--- src/rtl/cache_pkg.sv ---
// Shared types and sizing for the cache access controller.
package cache_pkg;
  localparam int WAYS           = 8;
  localparam int WAY_W          = $clog2(WAYS);
  localparam int TIMEOUT_CYCLES = 64;

  typedef enum logic [2:0] {
    ST_IDLE,
    ST_LOOKUP,
    ST_FILL,
    ST_WRITE_THRU,
    ST_ACK,
    ST_ERROR,
    ST_RELEASE
  } state_t;

  // Lowest set index wins, matching the priority of the cache data mux.
  function automatic logic [WAY_W-1:0] lowest_way(input logic [WAYS-1:0] hits);
    lowest_way = '0;
    for (int i = WAYS - 1; i >= 0; i--) begin
      if (hits[i]) lowest_way = WAY_W'(i);
    end
  endfunction
endpackage

--- src/rtl/cache_if.sv ---
// CPU, tag-compare and DRAM handshake bundle seen by the cache controller.
interface cache_if;
  import cache_pkg::*;

  logic             CpuReq_H;
  logic             CpuWrite_H;
  logic             CacheEnable_H;
  logic [WAYS-1:0]  ValidHit_H;
  logic             DramAck_H;
  logic             DramReq_H;
  logic             DramWrite_H;
  logic [WAYS-1:0]  WayLoad_H;
  logic             UseCache_H;
  logic [WAY_W-1:0] Victim_H;
  logic             CpuAck_H;
  logic             BusError_H;

  modport master (
    output CpuReq_H, CpuWrite_H, CacheEnable_H, ValidHit_H, DramAck_H,
    input  DramReq_H, DramWrite_H, WayLoad_H, UseCache_H, Victim_H, CpuAck_H, BusError_H
  );

  modport slave (
    input  CpuReq_H, CpuWrite_H, CacheEnable_H, ValidHit_H, DramAck_H,
    output DramReq_H, DramWrite_H, WayLoad_H, UseCache_H, Victim_H, CpuAck_H, BusError_H
  );
endinterface

--- src/rtl/cache_victim_sel.sv ---
// Round-robin replacement pointer; wraps naturally at the way count.
module cache_victim_sel
  import cache_pkg::*;
(
  input  logic             clk,
  input  logic             rst,
  input  logic             advance,
  output logic [WAY_W-1:0] victim,
  output logic [WAYS-1:0]  victim_onehot
);

  always_ff @(posedge clk) begin
    if (rst) begin
      victim <= '0;
    end else if (advance) begin
      victim <= victim + 1'b1;
    end
  end

  always_comb begin
    victim_onehot         = '0;
    victim_onehot[victim] = 1'b1;
  end

endmodule

--- src/rtl/cache_controller.sv ---
// Cache access sequencer: tag lookup, read-allocate fill, write-through,
// DRAM timeout and request release handshake.
//
// state       | meaning
// ------------+------------------------------------------------------
// IDLE        | waiting for a CPU request
// LOOKUP      | one cycle: classify hit/miss, write, or bypass
// FILL        | DRAM read; allocates the victim way on ack if enabled
// WRITE_THRU  | DRAM write; refreshes the hit way on ack
// ACK         | one-cycle CpuAck_H
// ERROR       | one-cycle BusError_H after a DRAM timeout
// RELEASE     | wait for the CPU to drop its request
module cache_controller
  import cache_pkg::*;
#(
  parameter int WAYS           = cache_pkg::WAYS,
  parameter int TIMEOUT_CYCLES = cache_pkg::TIMEOUT_CYCLES
) (
  input  logic  Clock,
  input  logic  Reset_H,
  cache_if.slave bus
);

  localparam int CNT_W = $clog2(TIMEOUT_CYCLES + 1);

  state_t             state, state_nxt;
  logic [CNT_W-1:0]   cnt, cnt_nxt;
  logic [WAYS-1:0]    hit_vec;
  logic               any_hit;
  logic               rd_hit_q;
  logic               wr_hit_q;
  logic               alloc_q;
  logic [WAY_W-1:0]   hit_way_q;

  logic               advance;
  logic [WAY_W-1:0]   victim;
  logic [WAYS-1:0]    victim_onehot;

  logic               dram_req;
  logic               dram_write;
  logic [WAYS-1:0]    way_load;
  logic               use_cache;
  logic               cpu_ack;
  logic               bus_error;

  assign hit_vec = bus.ValidHit_H;
  assign any_hit = |hit_vec;

  cache_victim_sel u_victim (
    .clk           (Clock),
    .rst           (Reset_H),
    .advance       (advance),
    .victim        (victim),
    .victim_onehot (victim_onehot)
  );

  always_ff @(posedge Clock) begin
    if (Reset_H) begin
      state     <= ST_IDLE;
      cnt       <= '0;
      rd_hit_q  <= 1'b0;
      wr_hit_q  <= 1'b0;
      alloc_q   <= 1'b0;
      hit_way_q <= '0;
    end else begin
      state <= state_nxt;
      cnt   <= cnt_nxt;
      // Lookup outcome is frozen so later tag changes cannot redirect the access.
      if (state == ST_LOOKUP) begin
        alloc_q   <= bus.CacheEnable_H;
        rd_hit_q  <= bus.CacheEnable_H && !bus.CpuWrite_H && any_hit;
        wr_hit_q  <= bus.CacheEnable_H && bus.CpuWrite_H && any_hit;
        hit_way_q <= lowest_way(hit_vec);
      end
    end
  end

  always_comb begin
    state_nxt  = state;
    cnt_nxt    = '0;
    dram_req   = 1'b0;
    dram_write = 1'b0;
    way_load   = '0;
    use_cache  = 1'b0;
    cpu_ack    = 1'b0;
    bus_error  = 1'b0;
    advance    = 1'b0;

    case (state)
      ST_IDLE: begin
        if (bus.CpuReq_H) state_nxt = ST_LOOKUP;
      end

      ST_LOOKUP: begin
        if (!bus.CacheEnable_H)   state_nxt = ST_FILL;
        else if (bus.CpuWrite_H)  state_nxt = ST_WRITE_THRU;
        else if (any_hit)         state_nxt = ST_ACK;
        else                      state_nxt = ST_FILL;
      end

      ST_FILL: begin
        dram_req = 1'b1;
        if (bus.DramAck_H) begin
          if (alloc_q) begin
            way_load = victim_onehot;
            advance  = 1'b1;
          end
          state_nxt = ST_ACK;
        end else if (cnt == CNT_W'(TIMEOUT_CYCLES - 1)) begin
          state_nxt = ST_ERROR;
        end else begin
          cnt_nxt = cnt + 1'b1;
        end
      end

      ST_WRITE_THRU: begin
        dram_req   = 1'b1;
        dram_write = 1'b1;
        if (bus.DramAck_H) begin
          if (wr_hit_q) way_load = {{(WAYS-1){1'b0}}, 1'b1} << hit_way_q;
          state_nxt = ST_ACK;
        end else if (cnt == CNT_W'(TIMEOUT_CYCLES - 1)) begin
          state_nxt = ST_ERROR;
        end else begin
          cnt_nxt = cnt + 1'b1;
        end
      end

      ST_ACK: begin
        cpu_ack   = 1'b1;
        use_cache = rd_hit_q;
        state_nxt = ST_RELEASE;
      end

      ST_ERROR: begin
        bus_error = 1'b1;
        state_nxt = ST_RELEASE;
      end

      ST_RELEASE: begin
        if (!bus.CpuReq_H) state_nxt = ST_IDLE;
      end

      default: state_nxt = ST_IDLE;
    endcase
  end

  assign bus.DramReq_H   = dram_req;
  assign bus.DramWrite_H = dram_write;
  assign bus.WayLoad_H   = way_load;
  assign bus.UseCache_H  = use_cache;
  assign bus.Victim_H    = victim;
  assign bus.CpuAck_H    = cpu_ack;
  assign bus.BusError_H  = bus_error;

endmodule

--- src/flat_wrapper.sv ---
// flat-port wrapper written by rule: the top's interface ports become plain ports
module cache_controller_flat import cache_pkg::*;
#(
  parameter int WAYS           = cache_pkg::WAYS,
  parameter int TIMEOUT_CYCLES = cache_pkg::TIMEOUT_CYCLES
)
  (Clock, Reset_H, bus_CpuReq_H, bus_CpuWrite_H, bus_CacheEnable_H, bus_ValidHit_H, bus_DramAck_H, bus_DramReq_H, bus_DramWrite_H, bus_WayLoad_H, bus_UseCache_H, bus_Victim_H, bus_CpuAck_H, bus_BusError_H);
  cache_if bus_i ();
  input  logic Clock;
  input  logic Reset_H;
  input wire logic [$bits(bus_i.CpuReq_H)-1:0] bus_CpuReq_H;
  input wire logic [$bits(bus_i.CpuWrite_H)-1:0] bus_CpuWrite_H;
  input wire logic [$bits(bus_i.CacheEnable_H)-1:0] bus_CacheEnable_H;
  input wire logic [$bits(bus_i.ValidHit_H)-1:0] bus_ValidHit_H;
  input wire logic [$bits(bus_i.DramAck_H)-1:0] bus_DramAck_H;
  output wire logic [$bits(bus_i.DramReq_H)-1:0] bus_DramReq_H;
  output wire logic [$bits(bus_i.DramWrite_H)-1:0] bus_DramWrite_H;
  output wire logic [$bits(bus_i.WayLoad_H)-1:0] bus_WayLoad_H;
  output wire logic [$bits(bus_i.UseCache_H)-1:0] bus_UseCache_H;
  output wire logic [$bits(bus_i.Victim_H)-1:0] bus_Victim_H;
  output wire logic [$bits(bus_i.CpuAck_H)-1:0] bus_CpuAck_H;
  output wire logic [$bits(bus_i.BusError_H)-1:0] bus_BusError_H;
  assign bus_i.CpuReq_H = bus_CpuReq_H;
  assign bus_i.CpuWrite_H = bus_CpuWrite_H;
  assign bus_i.CacheEnable_H = bus_CacheEnable_H;
  assign bus_i.ValidHit_H = bus_ValidHit_H;
  assign bus_i.DramAck_H = bus_DramAck_H;
  assign bus_DramReq_H = bus_i.DramReq_H;
  assign bus_DramWrite_H = bus_i.DramWrite_H;
  assign bus_WayLoad_H = bus_i.WayLoad_H;
  assign bus_UseCache_H = bus_i.UseCache_H;
  assign bus_Victim_H = bus_i.Victim_H;
  assign bus_CpuAck_H = bus_i.CpuAck_H;
  assign bus_BusError_H = bus_i.BusError_H;
  cache_controller #(.WAYS(WAYS), .TIMEOUT_CYCLES(TIMEOUT_CYCLES)) u_core (.Clock(Clock), .Reset_H(Reset_H), .bus(bus_i));
endmodule
--- config.mk ---
export PLATFORM = sky130hd
export DESIGN_NAME = cache_controller_flat
export DESIGN_NICKNAME = d
export VERILOG_FILES = /design/src/rtl/cache_pkg.sv /design/src/rtl/cache_if.sv /design/src/rtl/cache_victim_sel.sv /design/src/rtl/cache_controller.sv /design/src/flat_wrapper.sv
export SDC_FILE = /design/constraint.sdc
export NUM_CORES = 1
export LEC_CHECK = 0
export CAP_MARGIN = 20
export CORE_MARGIN = 3
export CORE_UTILIZATION = 45
export CTS_BUF_LIST = sky130_fd_sc_hd__clkbuf_8
export DETAILED_ROUTE_END_ITERATION = 10
export DONT_BUFFER_PORTS = 1
export PLACE_DENSITY = 0.6
export SYNTH_ARGS = -nofsm -noshare
export SYNTH_HDL_FRONTEND = slang
export SYNTH_HIERARCHICAL = 1
export SYNTH_SLANG_ARGS = --single-unit
--- constraint.sdc ---
create_clock -name Clock -period 2.6 [get_ports Clock]
set_input_delay 0.52 -clock Clock [delete_from_list [all_inputs] [get_ports Clock]]
set_output_delay 0.52 -clock Clock [all_outputs]
set_load 0.02 [all_outputs]
After elaboration in Yosys (flattened, before gate mapping)
Index checks and enable logic that the tools add are counted.

Register bits after elaboration: 19. Input bits: 14. Word-level logic and storage cells: 66.

$add $sub $neg: 2. Magnitude comparators: 2. Equality and inequality tests: 10. Shift operators: 1. Mux-type cells: 31. Bitwise operators: 1. Reductions and logical operators: 12.

Operators with widths (count): two-way mux 3 bit (15); two-way mux 8 bit (4); one-hot mux 8 bit (2 select lines) (1); one-hot mux 3 bit (5 select lines) (1); == test 3 bit, second input constant (3); two-way mux 1 bit (9); OR reduction 8 bit (1); left shift 1 x 3 -> 8 bit, first input constant (1); adder 7 x 1 -> 7 bit, second input constant (1); == test 7 x 6 -> 1 bit, second input constant (1); == test 3 x 2 -> 1 bit, second input constant (2); logical AND 1 bit (5); < comparator 3 x 4 -> 1 bit, second input constant (1); != test 2 bit, second input constant (2); OR reduction 2 bit (2); OR reduction 4 bit (1); adder 3 x 1 -> 3 bit, second input constant (1); demux 1 bit (select 3 bit) (1); == test 3 x 1 -> 1 bit, second input constant (1); >= comparator 3 x 1 -> 1 bit, second input constant (1); logical NOT 3 bit (1); != test 3 x 1 -> 1 bit, second input constant (1); AND reduction 3 bit (1); logical NOT 1 bit (1); inverter 1 bit (1).

Logic depth before layout (Yosys ltp)
Depth in word-level cells: 8. Depth in mapped cells: 6.

Modules after synthesis
The synthesis kept the hierarchy.

By module, submodules not included: cache_controller (instances 1, cells each 111, area an instance 915.9 µm², sequential area each 320.3 µm²); cache_victim_sel (instances 1, cells each 22, area an instance 201.4 µm², sequential area each 60.1 µm²).

Worst setup path after synthesis
No wires, ideal clock.

Path kind: reg-to-output. Start point: register u_core.state[2]. End point: output bus_WayLoad_H[0]. Data arrival time: 1443 ps. Data required time: 2080 ps. Setup slack: 637 ps. Stages on the path, launching flop included: 5. Path buffers: 1. Path through: dfxtp_1 > buf_6 > nand2b_1 > nor3_2 > a22o_1.

Cells in the longest elaborated chain, start to end: 2.

Ends and longest elaborated chain: start: declaration (RTL line cache_controller.sv:26) `state_t state, state_nxt;`; start signal: assignment (RTL line cache_controller.sv:66) `state <= state_nxt;`; == test 3 x 2 -> 1 bit (RTL line cache_controller.sv:89) `case (state)`; one-hot mux 8 bit (2 select lines) (*) (RTL line cache_controller.sv:89); end: declaration (RTL line flat_wrapper.sv:18) `output wire logic [$bits(bus_i.WayLoad_H)-1:0] bus_WayLoad_H;`.

Mark *: on every way between the ends. The rest lies on a longest branch, timed or not.

Final worst setup path
Start point: register u_core.state[1]. End point: output bus_WayLoad_H[0].

The elaborated chain is that of the path after synthesis.

==> flow_summary.toml <==
[timing]
setup_viol = 0
fmax_mhz = 430
maxSlewHeadroom = 0.672
slew_viol_final = 0
rsz0062_at_grt = "false"
hold_viol = 0
fin_ws_ps = 277
fin_skew_ps = 1.13
setup-tns-final_ps = 0
tightest_slew_ps = 492
min_period_ps = 2320
final.period_utilization = 0.893
hold_ws_ps = 321

[clock_tree]
cts_hold_buf = 0
cts_buffers = 3
cts_setup_buffers = 0
htree_levels = 1
root_buffer = "clkbuf_8"
clock-sinks = 19
clock_path_buffers = 2
post_cts_resized = 0
cts_tree = "built"
clock_latency_ps = 250
clkTransAtPathRegs_ps = 70

[global_route]
grt_pass1_wl_microns = 3610
grt_max_degree = 15
grt_util_all_layers = 0.142
grt_pass1_vias = 828
grt_antenna_before_repair = 0
overflow = 0

[worst_setup_path]
worstSetupEndpointType = "output port"
worstSetupPathType = "reg2out"
cp.arrival_ps = 1800
critPathMaxFanout = 9
worstPathRequired_ps = 2080
cp-start-kind = "flop"

[yosys]
synth_area_leaders = "dfxtp_1 34%, nor2_1 6.0%, a32o_1 5.4%"
yosysTopAreaCell = "dfxtp_1"
synth_ff_type = "dfxtp_1"
synth_area_sq_mm = 0.00112
yosysTopAreaCellShare = 0.340
avgSynthCellArea_sq_um = 8.40
ys_warn_count = 6
ys_types = 38
synth-seq-cells = 19
async_reset_ff_frac = 0
synth_edf_count = 0
netlist_instances = 133
synth_fp_nets = 149
ys_seq_area_frac = 0.340

[die]
start_util = 0.491
coreArea_sq_mm = 0.00228
pin_count = 30
row_count = 17
die_w_microns = 55.8
dieHeight_microns = 55.8
dieArea_sq_mm = 0.00312

[drt]
wl_microns = 2170
drtIter0Drc = 26
ant_nets = 0
drtPass1Iterations = 4
wl_per_cell_microns = 13.6
drc_errors = 0
via_per_inst = 5.75
via_count = 915

[power]
power.density_mw_per_mm2 = 681
worst_ir_drop_vdd_mv = 0.400
p_leak_nw = 0.436

[cells_and_area]
utilization = 0.509
drive_above_1_share = 0.0992
nNetsFinal = 148
n_antenna_cell = 0
fin_area_sq_mm = 0.00116
syn_to_final_growth_pct = 3.58
fillers = 222

[flow_run]
drv_cap = 0

[placed_design]
port_buffers = 0
place_area_sq_mm = 0.00111
dp_slack_ps = 541
dp_hpwl_microns = 1640
gp_congestion = 0.829

[worst_hold_path]
hold_path.class = "in2reg"

[run_status]
status = "complete, no violations"
[flip-flops by register name, summed over array words and instances (netlist names)]
register,flops
u_core/alloc_q,1
u_core/cnt,7
u_core/u_victim/victim,3
u_core/state,3
u_core/wr_hit_q,1
u_core/rd_hit_q,1
u_core/hit_way_q,3
[final timing paths]
path / from / endpoint / slack [ps] / cells after the start
worst min register to register: u_core/cnt[0] / u_core/cnt[0] / 440 / 1
worst max-delay path: u_core/state[1] / bus_WayLoad_H[0] / 280 / 5
worst min-delay path: Reset_H / u_core/u_victim/victim[2] / 320 / 1
worst max register to register: u_core/state[0] / u_core/hit_way_q[0] / 1000 / 3
[synthesized netlist by cell type (3+ instances only)]
master    instances
nor3_1            6
buf_6             3
nor2_1           18
buf_2             3
nor4_1            3
a22o_1            3
inv_1             3
nand2b_1          4
nand2_1          12
dfxtp_1          19
a21oi_1           5
nor3b_1           5
xnor2_1           3
nand3_1           3
a32o_1            6
a211oi_1          3
and3_1            4
[metrics by stage]
step | instances | total power [mW]
4_1_cts | 159 | 0.798
2_1_floorplan | 133 | 0.586
3_3_place_gp | 155 | 0.592
5_1_grt | 159 | 0.842
6_report | 159 | 0.788
3_5_place_dp | 155 | 0.596
[layer usage]
metal / vias to the layer above / part of all wire / track usage
met1: 413 / 0.48 / 0.177
met4: 0 / 0.0046 / 0.0475
li1: 480 / - / -
met3: 2 / 0.062 / 0.0580
met5: - / 0 / 0
met2: 20 / 0.45 / 0.223
[cell families (layout without fill, tap and decap cells)]
logic type,count (synthesis),count (layout),share of synthesized area
AOI/OAI and AO/OA,28,28,0.203
and+or+nand+nor,66,66,0.317
DFF,19,19,0.340
muxes,2,2,0.0179
adders and majority gates,2,2,0.0224
xor gates and xnor gates,5,5,0.0392
buffers and inverters,11,9,0.0605
[layout by cell type, fill, tap and decap left out, types with 2 or more instances in the layout]
cell      count
nand3_1       3
nor4_1        3
ha_1          2
nor3b_1       5
and3_1        4
a21oi_1       5
buf_4         2
nor2_1       18
a211oi_1      3
nor2b_1       2
and3b_2       2
inv_1         3
nor3_1        6
a32o_1        6
nand2_1      12
clkbuf_8      3
xor2_1        2
and2_1        2
nand2b_1      4
mux2i_1       2
a22o_1        3
o21ai_0       2
xnor2_1       3
dfxtp_1      19
a21oi_2       2
[worst max-delay path, stage by stage, from the launching register on]
cell	delay (ps)
dfxtp_1	460
nand2b_1	180
inv_1	230
nand2_1	140
nor3_1	250
a22o_1	300
[power breakdown]
group,internal (mW),switching (mW)
Clock,0.106,0.0927
Sequential,0.325,0.0600
Combinational,0.0849,0.119
Total,0.517,0.271
[area by class of cell]
class | instances | area [sq um] | share of cell area
Multi-Input combinational cell | 103 | 669 | 0.578
Sequential cell | 19 | 380 | 0.329
Clock buffer | 3 | 41.3 | 0.0357
Tap cell | 28 | 35.0 | 0.0303
Timing Repair Buffer | 2 | 15.0 | 0.0130
Inverter | 3 | 11.3 | 0.00973
Clock inverter | 1 | 5.00 | 0.00432
No activity file was read; power rests on OpenSTA's default activity.
